## src/rtl/uart_pkg.sv

```systemverilog
// Shared types and byte constants for the UART receive framing path.
package uart_pkg;

  typedef enum logic [1:0] {HUNT, BODY, CR_SEEN, HOLD} framer_state_t;
  typedef enum logic [1:0] {ERR_NONE, ERR_OVF, ERR_TIMEOUT, ERR_BREAK} frame_err_t;

  localparam logic [7:0] ASCII_CR  = 8'h0D;
  localparam logic [7:0] ASCII_LF  = 8'h0A;
  localparam logic [7:0] UART_SYNC = 8'hAA;

endpackage

```

## src/rtl/uart_idle_timer.sv

```systemverilog
// Idle counter: pulses tc on the enabled cycle where the count reaches CYCLES-1.
module uart_idle_timer #(
  parameter int CYCLES = 10420
) (
  input  logic clk,
  input  logic resetn,
  input  logic clear,
  input  logic enable,
  output logic tc
);

  localparam int CW = (CYCLES > 2) ? $clog2(CYCLES) : 1;

  logic [CW-1:0] cnt;

  // A clear in the same cycle suppresses the pulse: activity always restarts the window.
  assign tc = enable && !clear && (cnt == CW'(CYCLES-1));

  always_ff @(posedge clk or negedge resetn) begin
    if (!resetn)             cnt <= '0;
    else if (clear || tc)    cnt <= '0;
    else if (enable)         cnt <= cnt + 1'b1;
  end

endmodule

```

## src/rtl/uart_rx_framer.sv

```systemverilog
// Hunts for a sync byte, collects payload up to CR LF / break / overflow / idle
// timeout, and holds the finished frame under a valid/ready handshake.
module uart_rx_framer
  import uart_pkg::*;
#(
  parameter int         MAX_BYTES      = 32,
  parameter logic [7:0] SYNC_BYTE      = UART_SYNC,
  parameter int         TIMEOUT_CYCLES = 10420
) (
  input  logic                           clk,
  input  logic                           resetn,
  input  logic                           rx_valid,
  input  logic [7:0]                     rx_data,
  input  logic                           rx_break,
  output logic                           frame_valid,
  input  logic                           frame_ready,
  output logic [MAX_BYTES*8-1:0]         frame_data,
  output logic [$clog2(MAX_BYTES+1)-1:0] frame_len,
  output logic [1:0]                     frame_err,
  output logic [7:0]                     drop_count
);

  localparam int LW = $clog2(MAX_BYTES+1);
  localparam int IW = $clog2(MAX_BYTES);

  framer_state_t state_q, state_d;
  frame_err_t    err_q, err_d;
  logic [LW-1:0] len_q, len_d;
  logic [0:MAX_BYTES-1][7:0] buf_q;
  logic          clr_buf, we0, we1, drop_inc, tmo;
  logic [7:0]    b0;
  logic [IW-1:0] idx0, idx1;

  uart_idle_timer #(.CYCLES(TIMEOUT_CYCLES)) u_timer (
    .clk    (clk),
    .resetn (resetn),
    .clear  (rx_valid),
    .enable ((state_q == BODY) || (state_q == CR_SEEN)),
    .tc     (tmo)
  );

  assign idx0 = len_q[IW-1:0];
  assign idx1 = IW'(len_q + LW'(1));

  always_comb begin
    state_d  = state_q;
    err_d    = err_q;
    len_d    = len_q;
    clr_buf  = 1'b0;
    we0      = 1'b0;
    we1      = 1'b0;
    b0       = rx_data;
    drop_inc = 1'b0;
    case (state_q)
      HUNT: if (rx_valid && rx_data == SYNC_BYTE) begin
        state_d = BODY; len_d = '0; clr_buf = 1'b1;
      end
      BODY: begin
        if (rx_break) begin
          state_d = HOLD; err_d = ERR_BREAK;
        end else if (rx_valid) begin
          if (rx_data == ASCII_CR) state_d = CR_SEEN;
          else if (len_q == LW'(MAX_BYTES)) begin
            state_d = HOLD; err_d = ERR_OVF;
          end else begin
            we0 = 1'b1; len_d = len_q + LW'(1);
          end
        end else if (tmo) begin
          state_d = HOLD; err_d = ERR_TIMEOUT;
        end
      end
      CR_SEEN: begin
        // The held CR becomes data unless an LF follows; a second CR keeps one pending.
        b0 = ASCII_CR;
        if (rx_break) begin
          state_d = HOLD; err_d = ERR_BREAK;
        end else if (rx_valid) begin
          if (rx_data == ASCII_LF) begin
            state_d = HOLD; err_d = ERR_NONE;
          end else if (len_q == LW'(MAX_BYTES)) begin
            state_d = HOLD; err_d = ERR_OVF;
          end else if (rx_data == ASCII_CR) begin
            we0 = 1'b1; len_d = len_q + LW'(1);
          end else if (len_q == LW'(MAX_BYTES-1)) begin
            we0 = 1'b1; len_d = LW'(MAX_BYTES); state_d = HOLD; err_d = ERR_OVF;
          end else begin
            we0 = 1'b1; we1 = 1'b1; len_d = len_q + LW'(2); state_d = BODY;
          end
        end else if (tmo) begin
          state_d = HOLD; err_d = ERR_TIMEOUT;
        end
      end
      HOLD: begin
        if (frame_ready) begin
          state_d = HUNT;
          if (rx_valid && rx_data == SYNC_BYTE) begin
            state_d = BODY; len_d = '0; clr_buf = 1'b1;
          end
        end else if (rx_valid) begin
          drop_inc = 1'b1;
        end
      end
      default: state_d = HUNT;
    endcase
  end

  always_ff @(posedge clk or negedge resetn) begin
    if (!resetn) begin
      state_q    <= HUNT;
      err_q      <= ERR_NONE;
      len_q      <= '0;
      buf_q      <= '0;
      drop_count <= '0;
    end else begin
      state_q <= state_d;
      err_q   <= err_d;
      len_q   <= len_d;
      if (clr_buf) buf_q <= '0;
      else begin
        if (we0) buf_q[idx0] <= b0;
        if (we1) buf_q[idx1] <= rx_data;
      end
      if (drop_inc && drop_count != 8'hFF) drop_count <= drop_count + 8'd1;
    end
  end

  assign frame_valid = (state_q == HOLD);
  assign frame_data  = buf_q;
  assign frame_len   = len_q;
  assign frame_err   = err_q;

endmodule

```

## config.mk

```make
export PLATFORM = sky130hd
export DESIGN_NAME = uart_rx_framer
export DESIGN_NICKNAME = d
export VERILOG_FILES = /design/src/rtl/uart_pkg.sv /design/src/rtl/uart_idle_timer.sv /design/src/rtl/uart_rx_framer.sv
export SDC_FILE = /design/constraint.sdc
export NUM_CORES = 1
export LEC_CHECK = 0
export BUFFER_PORTS_ARGS = -buffer_cell sky130_fd_sc_hd__buf_4
export CAP_MARGIN = 15
export CORE_ASPECT_RATIO = 2
export CORE_MARGIN = 8
export CORE_UTILIZATION = 57
export DETAILED_ROUTE_END_ITERATION = 10
export GPL_ROUTABILITY_DRIVEN = 0
export GPL_TIMING_DRIVEN = 0
export PLACE_DENSITY = 0.82
export SYNTH_ARGS = -nofsm -noshare
export SYNTH_HDL_FRONTEND = slang
export SYNTH_SLANG_ARGS = --single-unit
```

## constraint.sdc

```tcl
create_clock -name clk -period 6.5 [get_ports clk]
set_input_delay 0.325 -clock clk [delete_from_list [all_inputs] [get_ports clk]]
set_output_delay 0.325 -clock clk [all_outputs]
set_load 0.02 [all_outputs]
```

==> flow_metrics.py, run 1 <==
metrics = {
    "critical_path": {
        "rr_endpoint": "frame_data[178]",
        "cp.required_ns": 6.93,
        "path_cells": "buf_2 -> inv_1 -> ha_1 -> nand2_1 -> o32ai_4 -> buf_4 -> a2111oi_0 -> a21oi_1 -> o221a_2",
        "path_delay_family": "compound AO/OA/AOI/OAI gates",
        "startpoint": "frame_len[0]",
        "path_depth": 9,
        "crit_arrival_ns": 4.08,
        "cp-end-kind": "flop",
        "cp_num_buf_inv": 3,
        "regToRegStartpoint": "frame_len[0]",
        "cp_slowest_cell": "a2111oi_0",
        "startpoint_type": "flop",
        "r2r_cells": 9,
        "crit_end": "frame_data[178]",
        "critPathMaxStageDelay_ns": 0.71,
        "crit_type": "reg -> reg",
        "cp_max_fo": 10,
        "r2r_setup_slack_ns": 2.86,
    },
    "finish": {
        "antennaDiodeCount": 0,
        "num-fill-cells": 1704,
        "fin_cells": 1797,
        "drive_gt1_share_pct": 29.1,
        "area_growth_pct": 25.1,
        "fin_nets": 1525,
        "fin_area_um2": 16700,
        "postLayoutCoreUtil_pct": 72.3,
    },
    "synthesis": {
        "ys_ff_latch": 288,
        "synth_edf_count": 0,
        "netlist_instances": 1185,
        "yosysSeqAreaShare_pct": 53.9,
        "ys_types": 84,
        "netlist_top_cells_count": "288 x dfrtp_1, 126 x nand2_1, 74 x a22o_1, 60 x o22ai_1, 56 x clkbuf_1",
        "yosysTopAreaCellShare_pct": 53.9,
        "syn-cell-area_um2": 13400,
        "ys_warn_count": 0,
        "synth_area_per_cell_um2": 11.3,
        "async_flop_share_pct": 100,
        "synth.most_common_cell": "dfrtp_1",
        "synth_area_leaders": "dfrtp_1 54%, a22o_1 4.8%, o221a_2 4.0%",
        "yosysTopAreaCell": "dfrtp_1",
        "synth_nets": 1214,
        "synthFlopType": "dfrtp_1",
    },
    "power_and_ir_drop": {
        "power_mw": 5.23,
        "switchingPower_mw": 1.85,
        "peakVddDrop_uv": 223,
        "pwr-share-clk_pct": 29.1,
        "power_density_nw_per_um2": 313,
        "intPower_mw": 3.38,
        "p_leak_nw": 8.07,
        "power.share.switching_pct": 35.3,
        "seqPwrFrac_pct": 40.8,
        "comb_power_share_pct": 30.1,
    },
    "floorplanning": {
        "dieArea_um2": 28900,
        "fp.dieW_um": 124,
        "ios": 286,
        "core_area_um2": 23100,
        "initial_core_util_pct": 57.8,
        "rows": 79,
        "die_h_um": 233,
    },
    "global_route": {
        "grt_max_degree": 126,
        "grt_pass1_wl_um": 74000,
        "grt_overflow": 0,
        "grt_pass1_vias": 12900,
        "antenna_found_initial": 0,
        "grt_use_total_pct": 32.3,
    },
    "placement": {
        "io_buffers": 282,
        "dpl-instance-area_um2": 15900,
        "hpwl_um": 35900,
        "pre_cts_ws_ns": 3.09,
        "placed_cells": 1752,
    },
    "clock_tree": {
        "post_cts_resized": 0,
        "cts_tree": "yes",
        "cts_root_buf": "clkbuf_16",
        "clkTransAtPathRegs_ns": 0.07,
        "clock_sinks": 288,
        "cts_max_level": 1,
        "clockBufferDepth": 3,
        "cts_made_buffers": 24,
        "clock_insertion_delay_worst_skew_ns": 0.55,
    },
    "sta": {
        "slew_headroom_pct": 22.1,
        "finalWorstSetupSlack_ns": 2.86,
        "hold_viol_final": 0,
        "fin_skew_ns": 0.00757,
        "finalCritPeriodShare_pct": 56.0,
        "rsz0062_at_grt": "no",
        "whs_ns": 0.181,
        "maxSlewViolCount": 0,
        "worst_pin_slew_ns": 1.16,
        "tns_ns": 0,
        "fmaxAchievable_mhz": 275,
        "finalSetupViolCount": 0,
        "finalWorstPathRequiredPeriod_ns": 3.64,
    },
    "flow_run": {
        "max_cap_viol_count": 0,
    },
    "min_path": {
        "hold_path.class": "in -> reg",
    },
    "route": {
        "wirelength_um": 48500,
        "detail_route.wl_per_cell_um": 27.0,
        "viasPerCell": 6.92,
        "vias": 12400,
        "firstDrtPassIters": 6,
        "remaining_drc_errors": 0,
        "drt_iter0_drc": 1241,
        "ant_nets": 0,
    },
    "outcome": {
        "status": "finished clean",
    },
}
metal layers:
layer / track usage [%] / vias to the layer above / routed length, µm
li1: - / 5242 / -
met1: 32.0 / 6103 / 15700
met2: 56.6 / 839 / 24600
met3: 9.62 / 257 / 4480
met4: 23.3 / 0 / 3750
met5: 0 / - / 0
registers in the layout (all words and copies together), names as in the netlist:
| register | count |
|---|---|
| drop_count | 8 |
| state_q | 2 |
| frame_err | 2 |
| frame_len | 6 |
| u_timer.cnt | 14 |
| frame_data | 256 |
worst reg2reg max path, stage by stage (launching register included):
cell       delay (ns)
dfrtp_1          0.62
buf_2            0.33
inv_1            0.22
ha_1             0.34
nand2_1          0.23
o32ai_4          0.14
buf_4            0.21
a2111oi_0        0.71
a21oi_1          0.37
o221a_2          0.36
cells in the final DEF, fill, tap and decap left out, drive strengths merged, types with 9 or more instances in the layout:
cell type / synthesis / final
a2111oi: 13 / 13
a211oi: 15 / 15
a21o: 18 / 18
a21oi: 33 / 33
a221oi: 28 / 28
a22o: 74 / 74
a22oi: 20 / 20
a31oi: 9 / 9
a32o: 46 / 46
a32oi: 14 / 14
and2: 20 / 20
buf: 33 / 317
clkbuf: 56 / 91
dfrtp: 288 / 288
ha: 16 / 16
inv: 33 / 33
nand2: 126 / 126
nand4: 22 / 22
nor2: 53 / 53
nor3: 17 / 17
nor4: 9 / 9
o211ai: 11 / 11
o21ai: 14 / 14
o221a: 48 / 48
o22ai: 60 / 60
xor2: 13 / 13
cells by family after synthesis:
kind of cell | count (synthesis) | share of synthesized area, %
multiplexers | 3 | 0.224
AO/OA/AOI/OAI | 438 | 28.2
AND/OR/NAND/NOR | 299 | 11.1
flip-flops | 288 | 53.9
XOR/XNOR | 19 | 1.24
adder cells (fa/ha/maj) | 16 | 1.50
buffers and inverters | 122 | 3.87
worst min path at each step:
stage,cells after the start,slack [ns],endpoint,startpoint
2_1_floorplan,0,0.03,drop_count[0],resetn
3_3_place_gp,1,0.48,drop_count[7],drop_count[7]
3_5_place_dp,1,0.25,drop_count[2],resetn
4_1_cts,3,0.18,frame_data[9],rx_data[1]
5_1_grt,2,0.18,frame_data[128],rx_data[0]
6_report,2,0.18,frame_data[128],rx_data[0]
power by group through the flow:
stage,clock [mW],sequential [mW],combinational [mW]
4_1_cts,1.53,2.13,1.54
6_report,1.52,2.14,1.57
3_5_place_dp,0,2.16,1.53
5_1_grt,1.59,2.15,1.67
3_3_place_gp,0,2.15,1.50
2_1_floorplan,0,2.32,0.707
final cells by class:
type | instances | area [µm²] | share of cell area, %
tap | 283 | 354 | 2.12
multi-input combinational | 775 | 5650 | 33.8
clock buffer | 35 | 683 | 4.08
timing repair buffer | 285 | 2190 | 13.1
inverter | 33 | 124 | 0.740
clock inverter | 9 | 128 | 0.763
buffer | 89 | 394 | 2.36
sequential | 288 | 7210 | 43.1
what timing repair did:
action                    CTS  global route
hold buffers                1             0
buffers inserted            0             0
hold endpoints to repair   48             0
No activity file was read; power rests on OpenSTA's default activity.
==> run 2, diff against run 1 <==
- CORE_UTILIZATION: 57 -> 55
- PLACE_DENSITY: 0.82 -> 0.79
- clock period: 6.5 -> 3.6 ns (I/O delays scaled with it)
==> run 2 against run 1 <==
Sequential power rose by 80%; critical path depth is 1 lower; total power up 81%; core utilization is 3.0 points lower; non-clock buffer count did not move; final cell count is 0.45% higher; clock skew up 0.015 ns; flip-flop and latch count stayed put; via count shrank 0.30%; first-iteration DRC count up 29%.
==> flow_metrics.py, run 2 (synthesis gave the netlist of run 1 again) <==
metrics = {
    "global_route": {
        "grt_overflow": 0,
        "grt_use_total_pct": 30.8,
        "grt_pass1_vias": 12600,
        "grt_max_degree": 132,
        "grt_pass1_wl_um": 72800,
        "antenna_found_initial": 0,
    },
    "critical_path": {
        "crit_type": "reg -> reg",
        "r2r_setup_slack_ns": 0.05,
        "regToRegStartpoint": "frame_len[0]",
        "cp-end-kind": "flop",
        "cp.required_ns": 4.03,
        "crit_end": "frame_data[171]",
        "cp_max_fo": 10,
        "rr_endpoint": "frame_data[171]",
        "crit_arrival_ns": 3.99,
        "startpoint_type": "flop",
        "r2r_cells": 8,
        "startpoint": "frame_len[0]",
    },
    "route": {
        "drt_iter0_drc": 1595,
        "remaining_drc_errors": 0,
        "viasPerCell": 6.87,
        "ant_nets": 0,
        "firstDrtPassIters": 6,
        "wirelength_um": 47000,
        "detail_route.wl_per_cell_um": 26.0,
        "vias": 12400,
    },
    "sta": {
        "worst_pin_slew_ns": 1.27,
        "finalSetupViolCount": 0,
        "rsz0062_at_grt": "no",
        "slew_headroom_pct": 15.2,
        "maxSlewViolCount": 0,
        "finalWorstSetupSlack_ns": 0.0490,
        "fin_skew_ns": 0.0224,
        "finalWorstPathRequiredPeriod_ns": 3.55,
        "finalCritPeriodShare_pct": 98.6,
        "hold_viol_final": 0,
        "tns_ns": 0,
        "fmaxAchievable_mhz": 282,
    },
    "floorplanning": {
        "core_area_um2": 24200,
        "fp.dieW_um": 126,
        "dieArea_um2": 29900,
        "die_h_um": 237,
        "initial_core_util_pct": 55.2,
        "rows": 81,
        "ios": 286,
    },
    "min_path": {
        "worstHoldStart": "rx_data[2]",
        "hold_path.class": "in -> reg",
    },
    "clock_tree": {
        "cts_setup_buffers": 0,
        "cts_made_buffers": 25,
        "clockBufferDepth": 3,
        "clkTransAtPathRegs_ns": 0.08,
        "clock_insertion_delay_worst_skew_ns": 0.56,
        "cts_tree": "yes",
        "clock_sinks": 288,
        "cts_root_buf": "clkbuf_16",
        "cts_max_level": 1,
    },
    "flow_run": {
        "max_cap_viol_count": 0,
    },
    "power_and_ir_drop": {
        "p_leak_nw": 8.11,
        "peakVddDrop_uv": 488,
        "power_density_nw_per_um2": 563,
        "power_mw": 9.46,
    },
    "finish": {
        "area_growth_pct": 25.6,
        "mostFrequentLayoutCells": "288 x dfrtp_1, 287 x buf_4, 126 x nand2_1",
        "drive_gt1_share_pct": 29.8,
        "final_common_cell": "dfrtp_1",
        "postLayoutCoreUtil_pct": 69.4,
        "fin_nets": 1526,
        "largest_register_ffs": 256,
        "num-fill-cells": 1817,
        "antennaDiodeCount": 0,
    },
    "outcome": {
        "status": "finished clean",
    },
    "placement": {
        "io_buffers": 282,
        "pre_cts_ws_ns": 0.156,
        "hpwl_um": 34200,
    },
}
-- run 2: final cells by class --
cell class / instances / area, µm² / area share (%)
tap: 290 / 363 / 2.16
clock buffer: 35 / 743 / 4.42
timing repair buffer: 285 / 2190 / 13.0
inverter: 33 / 124 / 0.737
multi-input combinational: 775 / 5680 / 33.8
sequential: 288 / 7210 / 42.9
clock inverter: 10 / 110 / 0.655
buffer: 89 / 394 / 2.34
-- run 2: how the worst min path moves through the flow --
stage	cells after the start	endpoint
final	2	frame_data[138]
after global routing	2	frame_data[138]
after detailed placement	1	frame_data[65]
after floorplan	0	drop_count[0]
after CTS	2	frame_data[138]
after global placement	1	drop_count[6]
-- run 2: repair_timing --
item	CTS	global route
resized for setup	0	4
endpoints found under the setup margin	0	19
hold buffers	1	0
endpoints found under the hold margin	74	0
-- run 2: critical path, cell delays in order (launching register included) --
cell	delay [ns]
dfrtp_1	0.52
buf_2	0.28
inv_1	0.18
ha_1	0.35
nand2_1	0.22
o32ai_4	0.13
a2111oi_1	1.12
a21oi_1	0.25
o221a_2	0.36
-- run 2: routing by layer --
| layer | GRT usage, % | vias to the layer above | part of all wire, % |
|---|---|---|---|
| met1 | 38.1 | 6196 | 37 |
| met4 | 14.8 | 0 | 4.6 |
| met5 | 0 | - | 0 |
| met3 | 6.33 | 148 | 9.6 |
| li1 | - | 5244 | - |
| met2 | 50.7 | 816 | 49 |
-- run 2: metrics by stage --
stage          cells  hold slack [ns]  instance area, µm²
3_3_place_gp    1757            0.483               15900
6_report        1805           0.0215               16800
3_5_place_dp    1759           0.0870               15900
5_1_grt         1805           0.0167               16800
2_1_floorplan   1185           -0.116               13400
4_1_cts         1805           0.0106               16800
-- run 2: report_power, final --
part	switching [mW]	total [mW]	leakage (nW)	internal (mW)
clock	1.24	2.82	0.425	1.59
combinational	1.78	2.78	3.79	1.00
sequential	0.289	3.85	3.89	3.56
total	3.30	9.46	8.11	6.16
